[src/rtl/ay_bus_master.sv]
// rtl/ay_bus_master.sv - AY-slot bus initiator: byte commands to timed BDIR/BC1/BC2/A8/A9_n cycles
// Build option AYBUS_READ_EN: when defined, read ops run a full bus cycle and sample ay_d_in.
module ay_bus_master #(
    parameter int SETUP_CYC  = 3,
    parameter int STROBE_CYC = 28,
    parameter int HOLD_CYC   = 3,
    parameter int GAP_CYC    = 8
) (
    input  logic       clk,
    input  logic       rst,
    input  logic       cmd_valid,
    output logic       cmd_ready,
    input  logic [1:0] cmd_op,
    input  logic [7:0] cmd_data,
    output logic       rsp_valid,
    output logic [7:0] rsp_data,
    output logic       ay_bdir,
    output logic       ay_bc1,
    output logic       ay_bc2,
    output logic       ay_a8,
    output logic       ay_a9_n,
    output logic [7:0] ay_d_out,
    output logic       ay_d_oe,
    input  logic [7:0] ay_d_in
);

    localparam logic [1:0] OP_ADDR  = 2'b00;
    localparam logic [1:0] OP_WRITE = 2'b01;
    localparam logic [1:0] OP_READ  = 2'b10;

    localparam logic [5:0] SETUP_LD  = 6'(SETUP_CYC - 1);
    localparam logic [5:0] STROBE_LD = 6'(STROBE_CYC - 1);
    localparam logic [5:0] HOLD_LD   = 6'(HOLD_CYC - 1);
    localparam logic [5:0] GAP_LD    = 6'(GAP_CYC - 1);

    typedef enum logic [2:0] {
        ST_IDLE,
        ST_SETUP,
        ST_STROBE,
        ST_HOLD,
        ST_GAP
    } state_t;

    state_t     state, state_nxt;
    logic [5:0] cnt, cnt_nxt;
    logic [1:0] op_q, op_nxt;
    logic [7:0] byte_q, byte_nxt;

    logic       cmd_ready_nxt;
    logic       rsp_valid_nxt;
    logic [7:0] rsp_data_nxt;
    logic       bdir_nxt;
    logic       bc1_nxt;
    logic       a8_nxt;
    logic       a9_n_nxt;
    logic [7:0] d_out_nxt;
    logic       d_oe_nxt;
    logic       sel_nxt;
    logic       strobe_nxt;

    // BC2 is strapped high; only BDIR/BC1 encode the bus phase.
    assign ay_bc2 = 1'b1;

`ifndef AYBUS_READ_EN
    logic unused_d_in;
    assign unused_d_in = ^ay_d_in;
`endif

    always_comb begin
        state_nxt     = state;
        cnt_nxt       = cnt;
        op_nxt        = op_q;
        byte_nxt      = byte_q;
        rsp_valid_nxt = 1'b0;
        rsp_data_nxt  = rsp_data;

        case (state)
            ST_IDLE: begin
                if (cmd_valid) begin
                    case (cmd_op)
                        OP_ADDR, OP_WRITE: begin
                            op_nxt    = cmd_op;
                            byte_nxt  = cmd_data;
                            cnt_nxt   = SETUP_LD;
                            state_nxt = ST_SETUP;
                        end
                        OP_READ: begin
`ifdef AYBUS_READ_EN
                            op_nxt    = cmd_op;
                            byte_nxt  = cmd_data;
                            cnt_nxt   = SETUP_LD;
                            state_nxt = ST_SETUP;
`else
                            rsp_valid_nxt = 1'b1;
                            rsp_data_nxt  = 8'hFF;
`endif
                        end
                        default: ;
                    endcase
                end
            end
            ST_SETUP: begin
                if (cnt == 6'd0) begin
                    cnt_nxt   = STROBE_LD;
                    state_nxt = ST_STROBE;
                end else begin
                    cnt_nxt = cnt - 6'd1;
                end
            end
            ST_STROBE: begin
                if (cnt == 6'd0) begin
                    cnt_nxt   = HOLD_LD;
                    state_nxt = ST_HOLD;
`ifdef AYBUS_READ_EN
                    // Sample on the last strobe cycle so the byte is valid for the first HOLD cycle.
                    if (op_q == OP_READ) begin
                        rsp_valid_nxt = 1'b1;
                        rsp_data_nxt  = ay_d_in;
                    end
`endif
                end else begin
                    cnt_nxt = cnt - 6'd1;
                end
            end
            ST_HOLD: begin
                if (cnt == 6'd0) begin
                    cnt_nxt   = GAP_LD;
                    state_nxt = ST_GAP;
                end else begin
                    cnt_nxt = cnt - 6'd1;
                end
            end
            ST_GAP: begin
                if (cnt == 6'd0) begin
                    state_nxt = ST_IDLE;
                end else begin
                    cnt_nxt = cnt - 6'd1;
                end
            end
            default: begin
                state_nxt = ST_IDLE;
            end
        endcase

        // Bus outputs are decoded from the next state so they land in registers.
        sel_nxt       = (state_nxt == ST_SETUP) || (state_nxt == ST_STROBE) || (state_nxt == ST_HOLD);
        strobe_nxt    = (state_nxt == ST_STROBE);
        cmd_ready_nxt = (state_nxt == ST_IDLE);
        a8_nxt        = sel_nxt;
        a9_n_nxt      = !sel_nxt;
        d_oe_nxt      = sel_nxt && (op_nxt != OP_READ);
        d_out_nxt     = d_oe_nxt ? byte_nxt : 8'h00;
        bdir_nxt      = strobe_nxt && (op_nxt != OP_READ);
        bc1_nxt       = strobe_nxt && (op_nxt != OP_WRITE);
    end

    always_ff @(posedge clk) begin
        if (rst) begin
            state     <= ST_IDLE;
            cnt       <= 6'd0;
            op_q      <= OP_ADDR;
            byte_q    <= 8'h00;
            cmd_ready <= 1'b1;
            rsp_valid <= 1'b0;
            rsp_data  <= 8'hFF;
            ay_bdir   <= 1'b0;
            ay_bc1    <= 1'b0;
            ay_a8     <= 1'b0;
            ay_a9_n   <= 1'b1;
            ay_d_out  <= 8'h00;
            ay_d_oe   <= 1'b0;
        end else begin
            state     <= state_nxt;
            cnt       <= cnt_nxt;
            op_q      <= op_nxt;
            byte_q    <= byte_nxt;
            cmd_ready <= cmd_ready_nxt;
            rsp_valid <= rsp_valid_nxt;
            rsp_data  <= rsp_data_nxt;
            ay_bdir   <= bdir_nxt;
            ay_bc1    <= bc1_nxt;
            ay_a8     <= a8_nxt;
            ay_a9_n   <= a9_n_nxt;
            ay_d_out  <= d_out_nxt;
            ay_d_oe   <= d_oe_nxt;
        end
    end

endmodule

[config.mk]
export PLATFORM = sky130hd
export DESIGN_NAME = ay_bus_master
export DESIGN_NICKNAME = d
export VERILOG_FILES = /design/src/rtl/ay_bus_master.sv
export SDC_FILE = /design/constraint.sdc
export NUM_CORES = 1
export LEC_CHECK = 0
export BUFFER_PORTS_ARGS = -buffer_cell sky130_fd_sc_hd__buf_2
export CORE_MARGIN = 3
export CORE_UTILIZATION = 30
export CTS_BUF_LIST = sky130_fd_sc_hd__clkbuf_4 sky130_fd_sc_hd__clkbuf_8
export CTS_CLUSTER_DIAMETER = 50
export DETAILED_ROUTE_END_ITERATION = 7
export GPL_TIMING_DRIVEN = 0
export PLACE_DENSITY = 0.5
export REMOVE_ABC_BUFFERS = 1
export SETUP_SLACK_MARGIN = 0.05
export SLEW_MARGIN = 20
export SYNTH_ARGS = -nofsm -noshare
export SYNTH_HDL_FRONTEND = slang
export SYNTH_SLANG_ARGS = --single-unit
export TNS_END_PERCENT = 20
[constraint.sdc]
create_clock -name clk -period 2.65 [get_ports clk]
set_clock_uncertainty 0.05 [all_clocks]
set_input_delay 0.53 -clock clk [delete_from_list [all_inputs] [get_ports clk]]
set_output_delay 0.53 -clock clk [all_outputs]
set_load 0.05 [all_outputs]
Word-level counts from Yosys, hierarchy flattened. Index checks and enable logic that the tools add are counted.

Output and inout port bits: 24. Register bits after elaboration: 34.

Bitwise gates (word level): 3. Reduce and logical (&&, ||, !) cells: 15. Equality and inequality tests: 14. Mux-type cells: 21. Add/subtract/negate cells: 1.

Operator list (count): $mux 6 (6); $pmux 6 s5 (1); $mux 8 (3); $mux 3 (6); $pmux 3 s5 (1); $eq 3x2->1 const B (4); $eq 3x1->1 const B (2); $logic_not 3->1 (2); $logic_not 6->1 (1); $mux 2 (3); $ne 2x2->1 const B (3); $sub 6x1->6 const B (1); $reduce_bool 5->1 (1); $ne 2x1->1 const B (2); $reduce_and 4->1 (1); $reduce_or 2->1 (2); $eq 3x3->1 const B (1); $logic_and 1x1->1 (3); $not 1->1 (3); $reduce_or 3->1 (1); $eq 2x1->1 const B (1); $eq 2x2->1 const B (1); $logic_not 2->1 (1); $logic_or 1x1->1 (2); other kinds (2) (2).

Logic depth before layout (Yosys ltp). Gate-level depths: netlist of run 1.

Word-level depth: 11. Depth in mapped cells: 7. Gate-level depth less buffers: 6.

Worst setup path after synthesis of run 1. OpenSTA, ideal clock, no wires.

Kind: reg-to-reg. From: register cnt[0]. To: register cnt[1]. Cell stages (with the launch flop): 7. Clock period less this slack: 1801 ps. Arrival: 1610 ps. Setup slack: 849 ps. Data required time: 2459 ps. Library setup time: 141 ps. Path through: dfxtp_1 > inv_1 > ha_1 > or4b_4 > o211ai_4 > and2_1 > a221oi_1.

Word-level cells in the longest chain between the ends: 3. Elaborated cells on any way between the ends: 9. Those cells by class: add/sub: 1; eq/ne: 1; mux: 5; reduce/logical: 2.

Ends and longest elaborated chain: from (decl) (line 45) `logic [5:0] cnt, cnt_nxt;`; from (signal assigned) (line 174) `cnt <= cnt_nxt;`; $sub 6x1->6 / $logic_not 6->1 (equally long branches); $mux 6, or another cell as far along (line 134) `if (cnt == 6'd0) begin`; $pmux 6 s5 / $reduce_and 4->1 (equally long branches).

Several ways; a longest one is shown, not always the timed one. The select of a mux whose other input is x is not followed. A chain may end at the register's enable or synchronous reset.

Worst setup path in the final report of run 1.
From: register cnt[0]. To: register ay_d_out[2].

Word-level cells in the longest chain between the ends: 9. Elaborated cells on any way between the ends: 14. Those cells by class: eq/ne: 3; mux: 5; bitwise: 1; reduce/logical: 5.

Ends and longest elaborated chain: $logic_not 6->1 (*); $mux 3, on equally long branches; $pmux 3 s5 (*) (line 77) `case (state)`; $eq 3x1->1 / $eq 3x2->1 (equally long branches) (line 146) `sel_nxt = (state_nxt == ST_SETUP) || (state_nxt == ST_STROBE) || (state_nxt == ST_HOLD);`; $logic_or 1x1->1 (line 146); $logic_or 1x1->1 (*) (line 146); $logic_and 1x1->1 (*) (line 151) `d_oe_nxt = sel_nxt && (op_nxt != OP_READ);`; $not 1->1 (no line) (*); $reduce_or 2->1 (no line) (*); to (signal assigned) (line 184) `ay_d_out <= d_out_nxt;`; to (decl) (line 22) `output logic [7:0] ay_d_out,`.

Mark *: on every way between the ends. The rest lies on a longest branch, timed or not.

==> results.cfg, run 1 <==
[outcome]
status = finished clean

[global_routing]
grt_first_pass_wirelength_um = 5292
antenna_found_initial = 0
grt_usage_pct = 10.97
grt_max_degree = 22
grt_pass1_vias = 1131
grt.overflow.total = 0

[floorplanning]
coreArea_um2 = 4848
fp.dieW_um = 77.54
ios = 45
die_h_um = 77.54
initial_utilization_pct = 31.66
dieArea_um2 = 6012
rows = 25

[routing]
ant_nets = 0
via_per_inst = 4.568
via_count = 1183
wire_per_inst_um = 12.29
drt_iter0_drc = 90
drc_errors = 0
drtPass1Iterations = 4
postRouteWirelength_um = 3183

[sta]
max_freq_mhz = 479.0
hold_violations = 0
fin_setup_tns_ns = 0
drv_slew = 0
finalWorstSetupSlack_ns = 0.5624
fin_crit_sh_pct = 78.78
min_period_ns = 2.088
worst_slew_pin_slew_ns = 0.6312
setup-violations-final = 0
rsz0062_at_grt = no
relSlewSlack_pct = 57.80

[cells_and_area]
diodes = 0
multi_input_area_um2 = 733.2
area_growth_pct = 14.91
nets = 213
layout-drive-gt1-share_pct = 24.48
seq_area_um2 = 680.7
fillers = 522

[setup_path]
cp_slowest_cell = nor4b_2
cp-startpoint = cnt[0]$_SDFFE_PP0P_
cp_slowest_stage_delay_ns = 0.44
worstReg2RegStart = cnt[0]$_SDFFE_PP0P_
r2r_slack_ns = 0.56
crit_required_ns = 2.77
timing.rr.end = ay_d_out[2]$_SDFF_PP0_
worst_setup_path_start_kind = flop
crit_fanout = 9
worstRegToRegCells = 6
crit_chain = inv_1 -> ha_1 -> nor4b_2 -> and3_1 -> a2111o_1 -> nor2_1
crit_family = simple AND/OR/NAND/NOR gates
critPathCaptureType = flop
crit_buf_inv = 1
cp.arrival_ns = 2.21
crit_type = flop to flop

[clock_tree]
root_buffer = clkbuf_8
post_cts_buffers = 0
cts_tree = built
h-tree-depth = 2
clk_pin_slew_worst_paths_ns = 0.07
cts_num_sinks = 34
cts_buffers = 5
hold_buffers = 0
cts_resized = 0
clockBufferDepth = 2
worstSkewPairLatency_ns = 0.29

[logic_synthesis]
synth_fa_ha_area_share_pct = 0.8150
syn_inst = 167
synth_top_family_by_area = simple AND/OR/NAND/NOR gates
synth_compound_area_share_pct = 16.71
synthArstFlopShare_pct = 0
syn-cell-area_um2 = 1535
syn_avg_cell_area_um2 = 9.193
synth_cell_types = 45
synthMuxAreaShare_pct = 5.868
yosys.area_share.simple_pct = 20.46
ys_ff_latch = 34
synthFlopType = dfxtp_1
synthXorXnorAreaFrac_pct = 1.711
synth_edf_count = 0
yosysWarnings = 0
ys_seq_area_share_pct = 44.34

[place]
place_hpwl_um = 2243
pre_cts_ws_ns = 0.5369
place.gp.congestion = 0.7875
portBuffers = 27

[power_and_ir_drop]
ir_drop_mv = 0.3509
cellPowerDensity_nw_per_um2 = 930.8
p_leak_nw = 0.7871
finalPower_mw = 1.642

[min_path]
hold_depth = 2
min_from = cmd_op[0]
holdPathEnd = rsp_valid$_SDFF_PP0_
hp-class = input pin to flop

[job]
cap_violations = 0
cell families (layout without fill, tap and decap cells):
family / after synthesis / in the layout
muxes: 9 / 9
buffers and inverters: 29 / 46
and+or+nand+nor: 59 / 59
AOI/OAI and AO/OA: 31 / 31
xor gates and xnor gates: 3 / 3
adders and majority gates: 1 / 1
DFF: 34 / 34
other: 1 / 9
routing by layer:
layer  global-route usage, %  share of wire, %  vias up  wire length (um)
met5                       0                 0        -                 0
met2                   16.84                45       28              1444
met1                   14.22                47      537              1504
met3                   3.248               5.5        8               174
met4                   4.804               1.9        0                59
li1                        -                 -      610                 -
where the power goes:
group | switching [mW] | internal, mW
clock | 0.204 | 0.184
combinational | 0.404 | 0.205
sequential | 0.0671 | 0.577
total | 0.676 | 0.967
worst max path at each step:
| stage | to | cells after the start | slack (ns) |
|---|---|---|---|
| 2_1_floorplan | cnt[1]$_SDFFE_PP0P_ | 6 | 0.86 |
| 3_5_place_dp | ay_d_out[1]$_SDFF_PP0_ | 6 | 0.54 |
| 4_1_cts | ay_d_out[2]$_SDFF_PP0_ | 6 | 0.52 |
| 3_3_place_gp | ay_d_out[7]$_SDFF_PP0_ | 6 | 0.52 |
| 5_1_grt | ay_d_out[4]$_SDFF_PP0_ | 6 | 0.37 |
| 6_report | ay_d_out[2]$_SDFF_PP0_ | 6 | 0.56 |
registers in the layout (all words and copies together) (netlist names):
name	cells
ay_d_oe	1
cmd_ready	1
op_q	2
ay_bc1	1
cnt	6
rsp_valid	1
ay_a8	1
ay_a9_n	1
ay_d_out	8
state	3
ay_bdir	1
byte_q	8
cells in the mapped netlist, drive strengths merged, types with 3 or more instances:
library cell  number  share of area (%)
a21oi              7                2.3
buf               14                6.2
clkbuf             4               0.98
dfxtp             34                 44
inv               11                2.7
mux2i              9                5.9
nand2              7                1.7
nand3              4                1.3
nor2              28                7.5
nor2b              3                1.2
o21ai              4                1.3
o311ai             3                1.7
or2                4                1.6
xnor2              3                1.7
stage by stage:
step / hold slack [ns] / util, % / cells / area, um2
floorplan: 0.3597 / - / 157 / 1455
CTS: 0.3709 / 36.39 / 259 / 1764
detailed placement: 0.3706 / 34.53 / 251 / 1674
global route: 0.3682 / 36.39 / 259 / 1764
global placement: 0.3698 / 34.53 / 251 / 1674
finish: 0.3711 / 36.39 / 259 / 1764
cells in the final DEF, fill, tap and decap left out, types with 3 or more instances in the layout:
cell type  netlist  routed
o311ai_0         3       3
or2_2            3       3
dfxtp_1         34      34
clkbuf_8         0       5
nand2_1          7       7
nand3_1          4       4
a21oi_1          7       7
nor2_1          26      26
buf_2            4      27
conb_1           1       9
inv_1           11      11
xnor2_1          3       3
mux2i_1          9       9
nor2b_1          3       3
layout make-up:
type	instances	share of cell area (%)
repair buffers	27	7.660
flip-flops and latches	34	38.58
inverters	11	2.340
well taps	67	4.752
multi-input cells	112	41.56
clock buffers	5	3.901
clock inverters	3	1.206
Power figures use the tool's default switching activity.
==> inputs of run 2 (changes only) <==
--- a/config.mk
+++ b/config.mk
@@ -12,7 +12,7 @@
 export CTS_CLUSTER_DIAMETER = 50
 export DETAILED_ROUTE_END_ITERATION = 7
 export GPL_TIMING_DRIVEN = 0
-export PLACE_DENSITY = 0.5
+export PLACE_DENSITY = 0.52
 export REMOVE_ABC_BUFFERS = 1
 export SETUP_SLACK_MARGIN = 0.05
 export SLEW_MARGIN = 20
==> constraint.sdc (replaced) <==
create_clock -name clk -period 1.85 [get_ports clk]
set_clock_uncertainty 0.05 [all_clocks]
set_input_delay 0.37 -clock clk [delete_from_list [all_inputs] [get_ports clk]]
set_output_delay 0.37 -clock clk [all_outputs]
set_load 0.05 [all_outputs]
==> run 2 against run 1 <==
  * Sequential share of layout area decreased by 2.8 points
  * Register-to-register slack got worse by 0.55 ns
  * Global-route usage increased by 1.1 points
  * Sequential power increased by 46%
  * Final cell count increased by 1.9%
  * Setup slack got worse by 0.55 ns
  * Hold slack got worse by 0.16 ns
  * Routed wire length increased by 4.8%
  * Power increased by 68%
  * Flip-flop and latch count unchanged
  * Critical path type unchanged
  * Highest routed layer unchanged
==> results.cfg, run 2 (synthesis gave the netlist of run 1 again) <==
[floorplanning]
fp.dieW_um = 77.54
die_h_um = 77.54
dieArea_um2 = 6012
ios = 45
rows = 25
coreArea_um2 = 4848
initial_utilization_pct = 31.66

[global_routing]
antenna_found_initial = 0
grt_usage_pct = 12.11
grt_pass1_vias = 1200
grt_max_degree = 22
grt_first_pass_wirelength_um = 5733
grt.overflow.total = 0

[cells_and_area]
layout_common_cells = dfxtp_1 (29), buf_2 (27), nor2_1 (26)
fin_util_pct = 39.77
layout-drive-gt1-share_pct = 32.99
reg_top3 = ay_d_out: 8 flops, byte_q: 8 flops, cnt: 6 flops
diodes = 0
area_growth_pct = 25.59
nets = 218
mostFrequentLayoutCell = dfxtp_1

[place]
portBuffers = 27
place.gp.congestion = 0.7401
place_hpwl_um = 2270

[setup_path]
cp_slowest_cell = or4b_4
crit_chain = inv_4 -> ha_4 -> or4b_4 -> o211ai_4 -> buf_6 -> a211o_1 -> a21oi_1
crit_family = simple AND/OR/NAND/NOR gates
crit_buf_inv = 2
worstRegToRegCells = 7
worst_setup_path_start_kind = flop
crit_fanout = 5
crit_type = flop to flop
cp_slowest_stage_delay_ns = 0.52
path_depth = 7
critPathCaptureType = flop
crit_required_ns = 1.96
cp.arrival_ns = 1.95

[outcome]
status = finished clean

[routing]
drt_iter0_drc = 66
via_count = 1230
drc_errors = 0
ant_nets = 0
via_per_inst = 4.659
postRouteWirelength_um = 3335
drtPass1Iterations = 4
wire_per_inst_um = 12.63

[sta]
setup-violations-final = 0
min_period_ns = 1.834
rsz0062_at_grt = yes
fin_crit_sh_pct = 99.15
fin_setup_tns_ns = 0
drv_slew = 0
holdWs_ns = 0.2065
hold_violations = 0
max_freq_mhz = 545.2

[power_and_ir_drop]
cellPowerDensity_nw_per_um2 = 1429
p_leak_nw = 0.8606
ir_drop_mv = 0.5649

[clock_tree]
cts_buffers = 5
worstSkewPairLatency_ns = 0.28
clockBufferDepth = 2
root_buffer = clkbuf_8
cts_tree = built
clk_pin_slew_worst_paths_ns = 0.08
hold_buffers = 0
cts_num_sinks = 34
h-tree-depth = 2

[job]
cap_violations = 0

[min_path]
hold_depth = 2
hp-class = input pin to flop
[run 2: cell count changes in the layout (fill, tap and decap cells not counted), moves of 2 or more]
cell       previous run  this run
nand3_1               4         2
nand3_2               0         2
bufinv_16             0         2
dfxtp_2               0         4
buf_6                 0         2
buf_4                 0         2
inv_1                11         9
dfxtp_1              34        29
[run 2: final timing paths]
kind                             from                   end  slack, ns
setup / recovery  cnt[0]$_SDFFE_PP0P_   cnt[2]$_SDFFE_PP0P_       0.02
hold / removal              cmd_op[0]  rsp_valid$_SDFF_PP0_       0.21
setup reg to reg  cnt[0]$_SDFFE_PP0P_   cnt[2]$_SDFFE_PP0P_       0.02
hold reg to reg    op_q[1]$_SDFF_PP0_    op_q[1]$_SDFF_PP0_       0.38
[run 2: metrics by stage]
stage / total power [mW] / instance area [um2] / worst slack, ns / instances
final: 2.755 / 1928 / 0.01579 / 264
after global routing: 2.946 / 1928 / -0.05321 / 264
after CTS: 2.734 / 1877 / -0.01838 / 262
after detailed placement: 1.816 / 1674 / -0.2508 / 251
after global placement: 1.826 / 1674 / -0.2913 / 251
after floorplan: 1.619 / 1455 / 0.06308 / 157
[run 2: report_power, final]
part,total (mW),leakage (nW),switching (mW),internal [mW]
Sequential,0.941,0.280,0.107,0.834
Clock,0.831,0.0683,0.291,0.540
Combinational,0.983,0.512,0.610,0.373
[run 2: what timing repair did]
item                                    CTS  global route
endpoints found under the setup margin   30            24
pin swaps                                 2             5
setup buffers                             3             2
hold endpoints to repair                  0             0
gates resized for setup                   8            13
[run 2: final cells by class]
cell class                      count  area [um2]
Tap cell                           67       83.83
Multi-Input combinational cell    112       780.7
Clock buffer                        5       68.82
Fill cell                         498        2920
Inverter                           11       43.79
Sequential cell                    34       689.4
Timing Repair Buffer               32       192.7
Clock inverter                      3       68.82
[run 2: layer usage]
metal	up-vias	routed length, um	global-route usage [%]
met5	-	0	0
met2	42	1534	18.57
met1	567	1545	15.62
li1	619	-	-
met4	0	17	4.270
met3	2	238	4.408
